[src/rtl/seven_seg_pkg.sv]
// seven_seg_pkg: digit/segment types and active-high 7-segment codes {g,f,e,d,c,b,a}.
package seven_seg_pkg;
    typedef logic [3:0] bcd_t;
    typedef logic [6:0] seg_t;
    localparam seg_t SEG_0     = 7'h3F;
    localparam seg_t SEG_1     = 7'h06;
    localparam seg_t SEG_2     = 7'h5B;
    localparam seg_t SEG_3     = 7'h4F;
    localparam seg_t SEG_4     = 7'h66;
    localparam seg_t SEG_5     = 7'h6D;
    localparam seg_t SEG_6     = 7'h7D;
    localparam seg_t SEG_7     = 7'h07;
    localparam seg_t SEG_8     = 7'h7F;
    localparam seg_t SEG_9     = 7'h6F;
    localparam seg_t SEG_BLANK = 7'h00;
endpackage

[src/rtl/bcd_to_seg.sv]
// bcd_to_seg: combinational BCD digit to active-high segment pattern; non-decimal codes blank.
module bcd_to_seg
    import seven_seg_pkg::*;
(
    input  bcd_t digit,
    output seg_t seg
);
    always_comb begin
        case (digit)
            4'd0:    seg = SEG_0;
            4'd1:    seg = SEG_1;
            4'd2:    seg = SEG_2;
            4'd3:    seg = SEG_3;
            4'd4:    seg = SEG_4;
            4'd5:    seg = SEG_5;
            4'd6:    seg = SEG_6;
            4'd7:    seg = SEG_7;
            4'd8:    seg = SEG_8;
            4'd9:    seg = SEG_9;
            default: seg = SEG_BLANK;
        endcase
    end
endmodule

[src/rtl/count_display_scan.sv]
// count_display_scan: shows a 0..15 count as two multiplexed 7-seg digits, latched once per frame.
// Optional COUNT_DISPLAY_BLANK_LEADING_ZERO_EN blanks the tens slot when it is zero.
module count_display_scan
    import seven_seg_pkg::*;
#(
    parameter int REFRESH_DIV    = 50000,
    parameter bit SEG_ACTIVE_LOW = 1
) (
    input  logic       Clk,
    input  logic       rst,
    input  logic [3:0] Count,
    output logic [6:0] seg,
    output logic [1:0] an
);
    localparam int            CW      = $clog2(REFRESH_DIV);
    localparam logic [CW-1:0] LAST    = CW'(REFRESH_DIV - 1);
    localparam seg_t          SEG_OFF = SEG_ACTIVE_LOW ? 7'h7F : 7'h00;
    localparam logic [1:0]    AN_OFF  = SEG_ACTIVE_LOW ? 2'b11 : 2'b00;

    logic [CW-1:0] refresh_cnt;
    logic          digit_idx;
    logic [3:0]    snapshot;
    logic          wrap;
    logic          tens;
    bcd_t          ones;
    bcd_t          digit;
    seg_t          pattern;
    seg_t          seg_d;
    logic [1:0]    an_d;

    assign wrap  = refresh_cnt == LAST;
    assign tens  = snapshot >= 4'd10;
    assign ones  = tens ? snapshot - 4'd10 : snapshot;
    assign digit = digit_idx ? {3'b000, tens} : ones;
    assign an_d  = digit_idx ? 2'b10 : 2'b01;

    bcd_to_seg u_bcd_to_seg (
        .digit(digit),
        .seg  (pattern)
    );

`ifdef COUNT_DISPLAY_BLANK_LEADING_ZERO_EN
    assign seg_d = (digit_idx && !tens) ? SEG_BLANK : pattern;
`else
    assign seg_d = pattern;
`endif

    // Count is only sampled at the end of the tens slot, so both digits of a frame agree.
    always_ff @(posedge Clk or negedge rst) begin
        if (!rst) begin
            refresh_cnt <= '0;
            digit_idx   <= 1'b0;
            snapshot    <= 4'd0;
            seg         <= SEG_OFF;
            an          <= AN_OFF;
        end else begin
            refresh_cnt <= wrap ? '0 : refresh_cnt + 1'b1;
            if (wrap) digit_idx <= ~digit_idx;
            if (wrap && digit_idx) snapshot <= Count;
            seg <= SEG_ACTIVE_LOW ? ~seg_d : seg_d;
            an  <= SEG_ACTIVE_LOW ? ~an_d : an_d;
        end
    end
endmodule

[config.mk]
export PLATFORM = sky130hd
export DESIGN_NAME = count_display_scan
export DESIGN_NICKNAME = d
export VERILOG_FILES = /design/src/rtl/seven_seg_pkg.sv /design/src/rtl/bcd_to_seg.sv /design/src/rtl/count_display_scan.sv
export SDC_FILE = /design/constraint.sdc
export NUM_CORES = 1
export LEC_CHECK = 0
export ABC_AREA = 0
export ABC_CLOCK_PERIOD_IN_PS = 2000
export BUFFER_PORTS_ARGS = -buffer_cell sky130_fd_sc_hd__buf_2
export CAP_MARGIN = 20
export CORE_ASPECT_RATIO = 1.5
export CORE_MARGIN = 4
export CORE_UTILIZATION = 30
export DETAILED_ROUTE_END_ITERATION = 10
export GPL_TIMING_DRIVEN = 1
export PLACE_DENSITY = 0.57
export SETUP_SLACK_MARGIN = 0.5
export SKIP_CTS_REPAIR_TIMING = 1
export SKIP_LAST_GASP = 1
export SLEW_MARGIN = 10
export SYNTH_ARGS = -nofsm -noshare
export SYNTH_HDL_FRONTEND = slang
export SYNTH_SLANG_ARGS = --single-unit
[constraint.sdc]
create_clock -name Clk -period 2 [get_ports Clk]
set_input_delay 0.4 -clock Clk [delete_from_list [all_inputs] [get_ports Clk]]
set_output_delay 0.4 -clock Clk [all_outputs]
set_load 0.1 [all_outputs]
==> results of run 1 <==
-- registers in the layout (all words and copies together), names as in the netlist --
signal	flops
an	2
digit_idx	1
refresh_cnt	16
seg	7
snapshot	4
-- logic make-up after synthesis --
family	count (synthesis)	synth area share, %
AOI/OAI and AO/OA	17	8.14
xor gates and xnor gates	13	7.71
adders and majority gates	7	5.93
buffers and inverters	9	2.37
DFF	30	51.6
muxes	9	6.53
and+or+nand+nor	44	17.7
-- synth_stat cells, types with 2 or more instances --
cell type	number
xnor2_1	7
inv_1	7
nand3_1	8
o21ai_1	2
a21oi_1	6
and4_1	3
dfstp_2	9
nor2b_1	3
nand2_1	5
dfrtp_1	21
mux2i_1	4
xor2_1	6
nor2_1	11
mux2_2	4
ha_1	7
nor3_1	2
nor3b_1	2
-- metrics by stage --
step                      instance area (µm²)  worst slack (ns)  cells  utilization [%]  power, mW
after floorplan                          1530             0.452    129                -      0.885
after global placement                   1700             0.367    211             35.4      0.927
after detailed placement                 1700             0.327    211             35.4      0.932
after CTS                                1780             0.307    219             37.0       1.40
after global routing                     2050             0.321    230             42.6       1.50
final                                    2050             0.378    230             42.6       1.43
-- layer usage --
metal	vias to the layer above	track usage (%)	routed length, µm
met5	-	0	0
met2	14	18.1	1770
li1	521	-	-
met1	527	11.0	1110
met3	5	3.47	95
met4	0	6.23	73
-- final cells by class --
type / instances / area share (%)
multi-input combinational: 90 / 42.4
sequential: 30 / 37.7
timing repair buffer: 28 / 10.4
tap: 66 / 4.03
clock buffer: 8 / 3.91
inverter: 8 / 1.59
-- how the worst max path moves through the flow --
| stage | depth (start not counted) | slack, ns | endpoint |
|---|---|---|---|
| floorplan | 5 | 0.45 | seg[4] |
| global placement | 4 | 0.37 | snapshot[2] |
| detailed placement | 6 | 0.33 | seg[4] |
| CTS | 6 | 0.31 | seg[4] |
| global route | 7 | 0.32 | seg[3] |
| finish | 5 | 0.38 | seg[4] |
-- power breakdown --
part / switching [mW] / internal [mW] / leakage, nW
Sequential: 0.0126 / 0.644 / 0.354
Combinational: 0.219 / 0.0928 / 0.471
Clock: 0.211 / 0.247 / 0.0395
==> impl_metrics.env, run 1 <==
export IMPL_outcome="completed"
export IMPL_vias=1067
export IMPL_grt_pass1_vias=1074
export IMPL_cp_startpoint="snapshot[2]"
export IMPL_slowest_stage="dfrtp_2"
export IMPL_crit_buf_inv=1
export IMPL_crit_type="register to register"
export IMPL_critPathMaxFanout=5
export IMPL_yosys_warnings=0
export IMPL_drt_pass1_iter_count=3
export IMPL_setup_violations=0
export IMPL_cts_tree="built"
export IMPL_drv_cap=0
export IMPL_place_congestion=0.816
export IMPL_antenna_cells=0
export IMPL_synth_seq_cells=30
export IMPL_yosysTopAreaCell="dfrtp_1"
export IMPL_powerDensity_nw_per_um2=696
export IMPL_drive_gt1_share_pct=53.7
export IMPL_period_needed_ns=1.62
export IMPL_grt_max_degree=31
export IMPL_drt_wirelength_per_cell_um=13.3
export IMPL_grt_pass1_wl_mm=4.89
export IMPL_cpPeakStageDelay_ns=0.45
export IMPL_overflow=0
export IMPL_die_area_um2=6130
export IMPL_nets=176
export IMPL_cts_htree_levels=2
export IMPL_relSlewSlack_pct=56.1
export IMPL_cts_sinks=30
export IMPL_syn_area_per_cell_um2=11.4
export IMPL_worst_ir_drop_vdd_mv=0.419
export IMPL_dieHeight_um=93.9
export IMPL_synth_area_um2=1480
export IMPL_path_clk_slew_ns=0.06
export IMPL_start_util_pct=30.7
export IMPL_fin_tns_setup_ns=0
export IMPL_final_cell_mix="buf_4, dfrtp_1, nor2_1"
export IMPL_multi_input_area_um2=870
export IMPL_synth_nets=142
export IMPL_synth_area_top_cells="dfrtp_1, dfstp_2, ha_1"
export IMPL_r2r_slack_ns=0.38
export IMPL_fin_crit_sh_pct=81.1
export IMPL_synth_edf_count=0
export IMPL_ys_flop_type="dfrtp_1"
export IMPL_finalMaxSlewViolations=0
export IMPL_io_buffers=14
export IMPL_areaGrowthSynthToFinish_pct=38.8
export IMPL_core_area_um2=4810
export IMPL_cp_arrival_ns=1.83
export IMPL_regToRegStartpoint="snapshot[2]"
export IMPL_drt_wl_total_mm=3.05
export IMPL_seq_area_um2=772
export IMPL_clkLatencyLatePin_ns=0.28
export IMPL_fillers=479
export IMPL_io_pins=15
export IMPL_antenna_found_initial=0
export IMPL_synth_cells=129
export IMPL_start_kind="register"
export IMPL_hold_viol_final=0
export IMPL_endpoint_kind="register"
export IMPL_drt_iter0_markers=7
export IMPL_reg2reg_to="seg[4]"
export IMPL_crit_required_ns=2.20
export IMPL_worstRegToRegCells=5
export IMPL_synth_top_area_share_pct=35.6
export IMPL_vias_per_cell=4.64
export IMPL_holdCritPathClass="input port to asynchronous set/reset pin"
export IMPL_die_w_um=65.3
export IMPL_whs_ns=0.150
export IMPL_numCtsBuffers=5
export IMPL_path_delay_family="compound AO/OA/AOI/OAI gates"
export IMPL_tightest_slew_ns=0.658
export IMPL_async_flop_share_pct=100
export IMPL_hpwl_mm=2.07
export IMPL_rsz0062_at_grt="true"
export IMPL_final_common_cell="buf_4"
export IMPL_clockBufferDepth=2
export IMPL_p_leak_nw=0.865
export IMPL_rows=31
export IMPL_synth_seq_area_share_pct=51.6
export IMPL_yosysUniqueCellTypes=39
export IMPL_drc_errors=0
export IMPL_crit_chain="inv_2, ha_4, a211o_4, mux2_4, a22oi_2"
export IMPL_finalClockSkew_ns=0.00364
export IMPL_antenna_left=0
export IMPL_max_freq_mhz=616
export IMPL_grt_usage_pct=10.6
export IMPL_root_buffer="clkbuf_8"
(Power assumes the default switching activity.)
==> run 2: changes to the inputs <==
- ABC_CLOCK_PERIOD_IN_PS: 2000 -> 1300
- PLACE_DENSITY: 0.57 -> 0.59
- clock period: 2 -> 1.3 ns (I/O delays scaled with it)
==> run 2 against run 1 <==
Net effect: the flow now finishes with violations (negative hold slack, negative setup slack); worst hold slack got worse by 0.28 ns; count of clock-buffer cells in the layout decreased by 2; combinational power increased by 85%; highest routed layer unchanged.
==> impl_metrics.env, run 2 (synthesis results as in run 1) <==
export IMPL_outcome="finished, violations left"
export IMPL_failed_checks="negative hold slack, negative setup slack"
export IMPL_finalWorstSetupSlack_ns=-0.275
export IMPL_place_congestion=0.800
export IMPL_crit_type="register to register"
export IMPL_clockBufferDepth=2
export IMPL_root_buffer="clkbuf_8"
export IMPL_grt_pass1_wl_mm=6.09
export IMPL_crit_chain="nor4bb_1, buf_4, and4_4, nand2_4, mux2_4"
export IMPL_setup_violations=32
export IMPL_overflow=0
export IMPL_die_w_um=65.3
export IMPL_io_pins=15
export IMPL_cp_arrival_ns=1.74
export IMPL_tightest_slew_ns=0.370
export IMPL_worst_ir_drop_vdd_mv=0.471
export IMPL_io_buffers=14
export IMPL_drive_gt1_share_pct=64.9
export IMPL_relSlewSlack_pct=75.2
export IMPL_drv_cap=0
export IMPL_reg2reg_to="snapshot[0]"
export IMPL_slowest_stage="dfrtp_1"
export IMPL_drc_errors=0
export IMPL_numCtsBuffers=5
export IMPL_final_common_cell="buf_4"
export IMPL_cpPeakStageDelay_ns=0.37
export IMPL_powerDensity_nw_per_um2=900
export IMPL_hpwl_mm=2.79
export IMPL_finalClockSkew_ns=0.00753
export IMPL_drt_pass1_iter_count=4
export IMPL_p_leak_nw=1.22
export IMPL_dieHeight_um=93.9
export IMPL_largest_register_ffs=16
export IMPL_fin_cells=274
export IMPL_areaGrowthSynthToFinish_pct=75.2
export IMPL_die_area_um2=6130
export IMPL_fin_crit_sh_pct=121
export IMPL_highest_layer="met4"
export IMPL_grt_pass1_vias=1404
export IMPL_dp_cells=260
export IMPL_hold_viol_final=5
export IMPL_drt_wl_total_mm=3.67
export IMPL_start_kind="register"
export IMPL_final_cell_mix="buf_4, dfrtp_1, buf_6"
export IMPL_fin_area_um2=2590
export IMPL_core_area_um2=4810
export IMPL_max_freq_mhz=635
export IMPL_vias_per_cell=4.58
export IMPL_critPathMaxFanout=4
export IMPL_largest_registers="refresh_cnt x16, seg x7, snapshot x4"
export IMPL_drt_iter0_markers=24
export IMPL_period_needed_ns=1.57
export IMPL_rsz0062_at_grt="true"
export IMPL_wl_met2_mm=2.19
export IMPL_drt_wirelength_per_cell_um=13.4
export IMPL_nets=220
export IMPL_regToRegStartpoint="refresh_cnt[13]"
export IMPL_worstRegToRegCells=5
export IMPL_wl_met3_um=104
export IMPL_endpoint_kind="register"
export IMPL_grt_usage_pct=13.2
export IMPL_grt_max_degree=16
export IMPL_fillers=433
export IMPL_antenna_found_initial=0
export IMPL_cts_sinks=30
export IMPL_finalMaxSlewViolations=0
export IMPL_start_util_pct=30.7
export IMPL_holdCritPathClass="input port to asynchronous set/reset pin"
export IMPL_top_register="refresh_cnt"
export IMPL_r2r_slack_ns=-0.27
export IMPL_placed_cell_area_um2=2290
export IMPL_whs_ns=-0.128
export IMPL_vias=1255
export IMPL_cts_tree="built"
export IMPL_rows=31
export IMPL_antenna_left=0
export IMPL_antenna_cells=0
export IMPL_cts_htree_levels=2
export IMPL_wl_met1_mm=1.32
export IMPL_clkLatencyLatePin_ns=0.28
export IMPL_path_clk_slew_ns=0.06
export IMPL_crit_required_ns=1.47
-- run 2: changes by cell type in the layout (fill, tap and decap cells not counted), sizes merged --
cell | before | now
buf | 28 | 72
clkinv | 0 | 2
clkbuf | 8 | 6
-- run 2: report_power, final --
group | switching, mW | internal [mW] | total [mW]
Combinational | 0.345 | 0.233 | 0.578
Clock | 0.341 | 0.367 | 0.708
Sequential | 0.0337 | 1.01 | 1.04
Total | 0.719 | 1.61 | 2.33
-- run 2: area by class of cell --
type,count,area (µm²),area share [%]
sequential,30,795,30.7
clock inverter,2,8.76,0.339
multi-input combinational,90,905,35.0
inverter,8,30.0,1.16
tap,66,82.6,3.19
timing repair buffer,72,693,26.8
clock buffer,6,72.6,2.81
-- run 2: worst max-delay path by stage --
stage	slack, ns	from	to	cells past startpoint
detailed placement	-0.28	refresh_cnt[12]	snapshot[3]	5
finish	-0.27	refresh_cnt[13]	snapshot[0]	5
CTS	-0.31	refresh_cnt[12]	refresh_cnt[9]	6
global placement	-0.26	snapshot[1]	seg[6]	6
global route	-0.34	refresh_cnt[5]	refresh_cnt[9]	6
floorplan	-0.25	snapshot[1]	seg[4]	5
-- run 2: worst max-delay path: cells and delay by family (launching register included) --
kind          cells  cell delay, ns
simple gates      3            0.62
flops             1            0.37
buf+inv           1            0.17
mux               1            0.29
-- run 2: per-stage QoR --
step | hold WS (ns) | util, % | total power [mW] | worst slack, ns | setup TNS, ns
2_1_floorplan | -0.0356 | - | 1.38 | -0.247 | -1.81
3_3_place_gp | 0.172 | 47.5 | 1.61 | -0.257 | -3.80
3_5_place_dp | 0.184 | 47.5 | 1.62 | -0.279 | -4.93
6_report | -0.128 | 53.8 | 2.33 | -0.275 | -4.62
5_1_grt | -0.117 | 53.8 | 2.44 | -0.345 | -6.47
4_1_cts | -0.122 | 49.2 | 2.34 | -0.308 | -5.86
-- run 2: per-layer routing --
metal	up-vias	track usage, %
li1	611	-
met1	621	12.5
met2	18	25.6
met3	5	3.59
met4	0	6.06
met5	-	0
==> run 3: changes to the inputs <==
--- a/config.mk
+++ b/config.mk
@@ -15,2 +15,3 @@
 export DETAILED_ROUTE_END_ITERATION = 10
+export GPL_ROUTABILITY_DRIVEN = 0
 export GPL_TIMING_DRIVEN = 1
--- a/constraint.sdc
+++ b/constraint.sdc
@@ -3,2 +3,2 @@
 set_output_delay 0.26 -clock Clk [all_outputs]
-set_load 0.1 [all_outputs]
+set_load 0.05 [all_outputs]
==> run 3 against run 2 <==
Net effect: the flow still finishes with violations (negative hold slack, negative setup slack); clock power is 10% higher; largest cell class unchanged; fmax is 0.91% lower; critical path type unchanged; register-to-register slack hardly changed; highest routed layer unchanged; non-clock buffer count is 4 higher; critical path depth stayed put; clock skew is 0.0037 ns lower; power is 4.5% lower; first-iteration DRC count is 4.2% higher; sequential power hardly changed.
==> impl_metrics.env, run 3 (synthesis results as in run 1) <==
export IMPL_drt_wirelength_per_cell_um=14.0
export IMPL_root_buffer="clkbuf_8"
export IMPL_fin_crit_sh_pct=122
export IMPL_failed_checks="negative hold slack, negative setup slack"
export IMPL_start_kind="register"
export IMPL_vias_per_cell=4.70
export IMPL_grt_max_degree=17
export IMPL_grt_usage_pct=12.9
export IMPL_drt_iter0_markers=25
export IMPL_outcome="finished, violations left"
export IMPL_max_freq_mhz=629
export IMPL_whs_ns=-0.115
export IMPL_cp_arrival_ns=1.81
export IMPL_setup_violations=24
export IMPL_io_pins=15
export IMPL_largest_register_ffs=16
export IMPL_rows=31
export IMPL_largest_registers="refresh_cnt x16, seg x7, snapshot x4"
export IMPL_io_buffers=14
export IMPL_top_register="refresh_cnt"
export IMPL_crit_type="register to register"
export IMPL_finish_utilization_pct=53.0
export IMPL_antenna_found_initial=0
export IMPL_drive_gt1_share_pct=67.0
export IMPL_p_leak_nw=1.19
export IMPL_period_needed_ns=1.59
export IMPL_cts_tree="built"
export IMPL_crit_required_ns=1.52
export IMPL_numCtsBuffers=5
export IMPL_core_area_um2=4810
export IMPL_finalClockSkew_ns=0.00381
export IMPL_cts_htree_levels=2
export IMPL_start_util_pct=30.7
export IMPL_grt_pass1_wl_mm=5.96
export IMPL_vias=1306
export IMPL_wl_met1_mm=1.26
export IMPL_wl_met3_um=133
export IMPL_tightest_slew_ns=0.381
export IMPL_clockBufferDepth=2
export IMPL_fillers=432
export IMPL_nets=224
export IMPL_endpoint_kind="register"
export IMPL_cts_sinks=30
export IMPL_final_common_cell="buf_4"
export IMPL_relSlewSlack_pct=74.6
export IMPL_die_area_um2=6130
export IMPL_critPathMaxFanout=5
export IMPL_die_w_um=65.3
export IMPL_grt_pass1_vias=1341
export IMPL_antenna_left=0
export IMPL_powerDensity_nw_per_um2=871
export IMPL_worst_ir_drop_vdd_mv=0.478
export IMPL_drt_pass1_iter_count=4
export IMPL_drc_errors=0
export IMPL_overflow=0
export IMPL_rsz0062_at_grt="true"
export IMPL_hold_viol_final=11
export IMPL_clkLatencyLatePin_ns=0.28
export IMPL_drv_cap=0
export IMPL_dieHeight_um=93.9
export IMPL_antenna_cells=0
export IMPL_path_clk_slew_ns=0.07
export IMPL_holdCritPathClass="input port to asynchronous set/reset pin"
export IMPL_hpwl_mm=2.74
export IMPL_drt_wl_total_mm=3.90
export IMPL_highest_layer="met4"
export IMPL_wl_met2_mm=2.42
export IMPL_preCtsSetupSlack_ns=-0.282
export IMPL_final_cell_mix="buf_4, buf_6, dfrtp_1"
export IMPL_finalMaxSlewViolations=0
export IMPL_finalWorstSetupSlack_ns=-0.289
export IMPL_areaGrowthSynthToFinish_pct=72.8
run 3: cell types whose count changed in the layout (fill, tap and decap cells not counted), sizes merged:
cell	before	now
buf	72	76
clkinv	2	1
clkinvlp	0	1
run 3: path summary, 6_finish.rpt:
check	to	slack, ns	cells past startpoint	from
max	seg[4]	-0.29	5	snapshot[1]
min	snapshot[0]	-0.11	1	rst
max reg2reg	seg[4]	-0.29	5	snapshot[1]
min reg2reg	an[0]	0.52	0	digit_idx
max in group asynchronous	seg[6]	0.90	2	rst
min in group Clk	snapshot[2]	0.20	2	Count[2]
run 3: cell type report:
cell class / instances / area [µm²] / area share (%)
inverter: 8 / 30.0 / 1.18
sequential: 30 / 767 / 30.1
multi-input combinational: 90 / 916 / 35.9
clock inverter: 2 / 12.5 / 0.490
tap: 66 / 82.6 / 3.24
clock buffer: 6 / 82.6 / 3.24
timing repair buffer: 76 / 661 / 25.9
run 3: worst max-delay path, cell delays in order, from the launching register on:
cell     delay (ns)
dfrtp_2        0.45
inv_2          0.09
ha_4           0.20
a211o_4        0.35
mux2_4         0.31
a22oi_2        0.11
run 3: stage by stage:
| step | instance area (µm²) | cells | TNS [ns] | hold slack (ns) | total power [mW] |
|---|---|---|---|---|---|
| 6_report | 2550 | 278 | -4.54 | -0.115 | 2.22 |
| 5_1_grt | 2550 | 278 | -6.33 | -0.102 | 2.34 |
| 4_1_cts | 2220 | 269 | -5.71 | -0.116 | 2.17 |
| 3_5_place_dp | 2130 | 261 | -4.95 | 0.196 | 1.37 |
| 3_3_place_gp | 2130 | 261 | -4.61 | 0.199 | 1.37 |
| 2_1_floorplan | 1590 | 129 | -1.82 | -0.0356 | 1.25 |
run 3: power by group:
group	internal, mW	switching, mW	total [mW]
Sequential	0.992	0.0260	1.02
Combinational	0.193	0.229	0.422
Clock	0.424	0.358	0.782
Total	1.61	0.613	2.22
run 3: per-layer routing:
| metal | vias up | global-route usage (%) |
|---|---|---|
| met2 | 30 | 25.4 |
| li1 | 617 | - |
| met1 | 651 | 12.0 |
| met5 | - | 0 |
| met3 | 8 | 3.71 |
| met4 | 0 | 5.36 |
